### config.mk
export PLATFORM = sky130hd
export DESIGN_NAME = water_pump_ctrl
export DESIGN_NICKNAME = d
export VERILOG_FILES = /design/src/rtl/water_pump_ctrl.sv
export SDC_FILE = /design/constraint.sdc
export NUM_CORES = 1
export LEC_CHECK = 0
export ABC_AREA = 1
export CORE_MARGIN = 4
export CORE_UTILIZATION = 35
export DETAILED_ROUTE_END_ITERATION = 7
export SETUP_SLACK_MARGIN = 0.1
export SLEW_MARGIN = 20
export SYNTH_ARGS = -nofsm -noshare
export SYNTH_HDL_FRONTEND = slang
export SYNTH_SLANG_ARGS = --single-unit
### constraint.sdc
create_clock -name clk -period 2 [get_ports clk]
set_clock_uncertainty 0.2 [all_clocks]
set_input_delay 0.4 -clock clk [delete_from_list [all_inputs] [get_ports clk]]
set_output_delay 0.4 -clock clk [all_outputs]
set_load 0.01 [all_outputs]
### src/rtl/water_pump_ctrl.sv
// water_pump_ctrl: sequencing layer between the water_level sensor and the pump
// driver. Debounces the 4-bit level reading, fills with hysteresis between
// LOW_TH and HIGH_TH, enforces a cooldown between fills, and latches faults for
// dry-run timeout and out-of-range sensor codes.
module water_pump_ctrl #(
    parameter int LOW_TH     = 4,
    parameter int HIGH_TH    = 11,
    parameter int STABLE_CYC = 4,
    parameter int MAX_RUN    = 255,
    parameter int COOL_CYC   = 16
) (
    input  logic       clk,
    input  logic       rst,
    input  logic       en,
    input  logic       clr_fault,
    input  logic [3:0] wl,
    output logic       sensor_en,
    output logic       pump_on,
    output logic       fault,
    output logic [1:0] fault_code,
    output logic [2:0] state
);

    localparam logic [3:0]  LOW_Q     = 4'(LOW_TH);
    localparam logic [3:0]  HIGH_Q    = 4'(HIGH_TH);
    localparam logic [3:0]  STABLE_Q  = 4'(STABLE_CYC);
    localparam logic [3:0]  ERR_MIN   = 4'd14;
    localparam logic [15:0] RUN_LAST  = 16'(MAX_RUN - 1);
    localparam logic [15:0] COOL_LAST = 16'(COOL_CYC - 1);

    localparam logic [1:0] CODE_NONE    = 2'b00;
    localparam logic [1:0] CODE_RANGE   = 2'b01;
    localparam logic [1:0] CODE_TIMEOUT = 2'b10;

    typedef enum logic [2:0] {
        S_IDLE     = 3'd0,
        S_MONITOR  = 3'd1,
        S_FILL     = 3'd2,
        S_COOLDOWN = 3'd3,
        S_FAULT    = 3'd4
    } state_t;

    state_t      r_state;
    state_t      w_next_state;
    logic [1:0]  r_fault_code;
    logic [1:0]  w_next_code;
    logic [3:0]  r_wl_q;
    logic [3:0]  r_cnt;
    logic [15:0] r_run_cnt;
    logic [15:0] r_cool_cnt;
    logic        w_stable;
    logic        w_sensor_err;

    assign w_stable     = (r_cnt >= STABLE_Q);
    assign w_sensor_err = w_stable && (r_wl_q >= ERR_MIN);

    // State and latched fault code registers; fault code only moves with FAULT entry/exit.
    always_ff @(posedge clk) begin
        if (rst) begin
            r_state      <= S_IDLE;
            r_fault_code <= CODE_NONE;
        end else begin
            r_state      <= w_next_state;
            r_fault_code <= w_next_code;
        end
    end

    // Next-state logic; branch order inside each state encodes transition priority.
    always_comb begin
        w_next_state = r_state;
        w_next_code  = r_fault_code;
        case (r_state)
            S_IDLE: begin
                if (en) w_next_state = S_MONITOR;
            end
            S_MONITOR: begin
                if (!en) begin
                    w_next_state = S_IDLE;
                end else if (w_sensor_err) begin
                    w_next_state = S_FAULT;
                    w_next_code  = CODE_RANGE;
                end else if (w_stable && (r_wl_q <= LOW_Q)) begin
                    w_next_state = S_FILL;
                end
            end
            S_FILL: begin
                if (!en) begin
                    w_next_state = S_IDLE;
                end else if (w_sensor_err) begin
                    w_next_state = S_FAULT;
                    w_next_code  = CODE_RANGE;
                end else if (w_stable && (r_wl_q >= HIGH_Q)) begin
                    // Reaching the high mark on the timeout cycle is a normal stop.
                    w_next_state = S_COOLDOWN;
                end else if (r_run_cnt == RUN_LAST) begin
                    w_next_state = S_FAULT;
                    w_next_code  = CODE_TIMEOUT;
                end
            end
            S_COOLDOWN: begin
                if (!en) begin
                    w_next_state = S_IDLE;
                end else if (r_cool_cnt == COOL_LAST) begin
                    w_next_state = S_MONITOR;
                end
            end
            S_FAULT: begin
                if (clr_fault) begin
                    w_next_state = S_IDLE;
                    w_next_code  = CODE_NONE;
                end
            end
            default: begin
                w_next_state = S_IDLE;
                w_next_code  = CODE_NONE;
            end
        endcase
    end

    // Debounce filter: counts consecutive identical samples, held clear while idle.
    always_ff @(posedge clk) begin
        if (rst || (r_state == S_IDLE)) begin
            r_wl_q <= 4'd0;
            r_cnt  <= 4'd0;
        end else begin
            r_wl_q <= wl;
            if ((r_cnt == 4'd0) || (wl == r_wl_q)) begin
                if (r_cnt < STABLE_Q) r_cnt <= r_cnt + 4'd1;
            end else begin
                r_cnt <= 4'd1;
            end
        end
    end

    // Pump run-time counter: zero outside FILL so every fill starts from 0.
    always_ff @(posedge clk) begin
        if (rst || (r_state != S_FILL)) begin
            r_run_cnt <= 16'd0;
        end else begin
            r_run_cnt <= r_run_cnt + 16'd1;
        end
    end

    // Cooldown counter: zero outside COOLDOWN so every cooldown starts from 0.
    always_ff @(posedge clk) begin
        if (rst || (r_state != S_COOLDOWN)) begin
            r_cool_cnt <= 16'd0;
        end else begin
            r_cool_cnt <= r_cool_cnt + 16'd1;
        end
    end

    assign state      = r_state;
    assign sensor_en  = (r_state == S_MONITOR) || (r_state == S_FILL) || (r_state == S_COOLDOWN);
    assign pump_on    = (r_state == S_FILL);
    assign fault      = (r_state == S_FAULT);
    assign fault_code = r_fault_code;

endmodule
==> out/results.ini <==
[critical_path]
crit_path_top_delay_cell = clkdlybuf4s50_1
start_kind = flip-flop
end_kind = output port
required_ns = 1.40
path_cells = clkdlybuf4s50_1
critPathBufInv = 1
cp_max_fo = 6
startpoint = state[1]
arrival_ns = 1.24
cpPeakStageDelay_ns = 0.55
reg2reg_depth = 12
critical_path_class = flip-flop to output port
reg2reg_slack_ns = 0.28
reg2reg_from = r_run_cnt[0]
regToRegEndpoint = state[0]
crit_family = buffers and inverters

[die]
core_um2 = 6100
rows = 28
start_util = 0.370
ioPinCount = 16
fp.dieH_um = 88.3
dieArea_um2 = 7800
chipWidth_um = 88.3

[global_route]
gr-total-overflow = 0
track_usage = 0.125
grt_max_degree = 15
grt_pass1_vias = 1853
antenna_found_initial = 0
grt_pass1_wl_um = 7770

[detailed_routing]
post-route-drc-count = 0
vias = 2013
viasPerCell = 4.68
firstDrtPassIters = 5
drt_iter0_drc = 79
ant_nets = 0
post_drt_wl_per_cell_um = 10.6
finalWirelength_um = 4550

[pwr]
vdd_drop_max_mv = 0.532
p_per_area_nw_per_um2 = 982
power_leakage_nw = 1.04

[sta]
hold_ws_ns = 0.246
finalCritPeriodShare = 0.920
max_freq_mhz = 543
tns_ns = 0
rsz0062_at_grt = yes
min_period_ns = 1.84
relSlewSlack = 0.775
maxSlewViolCount = 0
tightest_slew_ns = 0.334
finalHoldViolations = 0
setup-violations-final = 0

[yosys]
synth_cell_types = 26
synth_warnings = 0
synthFlopType = dfxtp_1
yosysSeqAreaShare = 0.399
synthCells = 327
synthArstFlopShare = 0
synth_area_um2 = 2260
avgSynthCellArea_um2 = 6.90
ys_ff_latch = 45
synth_edf_count = 0
synthesis.nets = 340

[status]
status = finished clean

[placed_design]
place_congestion = 0.856
port_buffers = 15
dp_hpwl_um = 3520

[min_path]
whs_path_depth = 1
worstHoldPathType = flip-flop to flip-flop
min-delay-start = r_cool_cnt[0]
hold_path_end = r_cool_cnt[0]

[clock_network]
hold_buffers = 0
cts-buffers-inserted = 5
cts_tree = yes
cts_setup_buffers = 0
path_clk_slew_ns = 0.09
clock_sinks = 45
clock_latency_ns = 0.30
cts_max_path_buffers = 2
htreeDepth = 2
cts_root_buf = clkbuf_8

[finish]
mostFrequentLayoutCells = nor2_1, nand2_1, inv_1
area_delta_synth_final_pct = 18.1
n_antenna_cell = 0
fin_nets = 367
layout-drive-gt1-share = 0.107
n_fill_cell = 630

[flow_run]
drv_cap = 0

[where the power goes]
part	internal, mW	switching (mW)
sequential	0.984	0.0809
combinational	0.348	0.483
clock	0.406	0.316
[stage by stage]
| stage | util | setup WS (ns) | instances | total power, mW | cell area, um^2 |
|---|---|---|---|---|---|
| floorplan | - | 0.481 | 327 | 1.63 | 2260 |
| global placement | 0.416 | 0.0747 | 422 | 1.91 | 2540 |
| detailed placement | 0.416 | 0.0399 | 422 | 1.93 | 2540 |
| CTS | 0.437 | 0.124 | 430 | 2.66 | 2660 |
| global route | 0.437 | 0.0920 | 430 | 2.81 | 2670 |
| finish | 0.437 | 0.159 | 430 | 2.62 | 2670 |
[flip-flops by register name, summed over array words and instances (netlist names)]
signal and count:
r_wl_q 4, r_run_cnt 16, fault_code 2, state 3
r_cool_cnt 16, r_cnt 4
[timing repair]
action	CTS	global route
gates cloned	0	0
endpoints found under the setup margin	5	6
gates resized for setup	7	4
[layer usage]
layer | track usage | wire length, um | part of all wire
met2 | 0.203 | 2060 | 0.45
met4 | 0.0412 | 42 | 0.0092
met3 | 0.0363 | 171 | 0.038
met1 | 0.161 | 2280 | 0.50
met5 | 0 | 0 | 0
[cell type report]
cell class                      instances  area [um^2]  share of cell area
Tap cell                               75         93.8              0.0352
Sequential cell                        45          907               0.340
Inverter                               51          191              0.0718
Timing Repair Buffer                   20          180              0.0676
Multi-Input combinational cell        231         1170               0.440
Clock inverter                          2         37.5              0.0141
Clock buffer                            6         82.6              0.0310
[synth_stat cells (all sizes together) (5+ instances only)]
cell   number  share of area
nand4       6          0.017
nor3       12          0.034
nand2      62           0.11
ha          5          0.028
a21oi      23          0.051
o21ai      22          0.050
nand3      15          0.035
xnor2       5          0.019
dfxtp      45           0.40
inv        50          0.083
o21a        5          0.017
nor2       70           0.14
[cell families after synthesis]
| logic type | share of synthesized area |
|---|---|
| AND/OR/NAND/NOR | 0.336 |
| buffers and inverters | 0.0848 |
| adder cells (fa/ha/maj) | 0.0277 |
| flip-flops | 0.399 |
| XOR/XNOR | 0.0310 |
| AO/OA/AOI/OAI | 0.121 |
[how the worst max path moves through the flow]
| stage | endpoint | slack, ns | cells after the start |
|---|---|---|---|
| floorplan | r_run_cnt[14] | 0.48 | 10 |
| global placement | state[1] | 0.07 | 10 |
| detailed placement | state[0] | 0.04 | 10 |
| CTS | state[2] | 0.12 | 1 |
| global route | r_run_cnt[14] | 0.09 | 9 |
| finish | state[1] | 0.16 | 1 |
No activity file was read; power rests on OpenSTA's default activity.
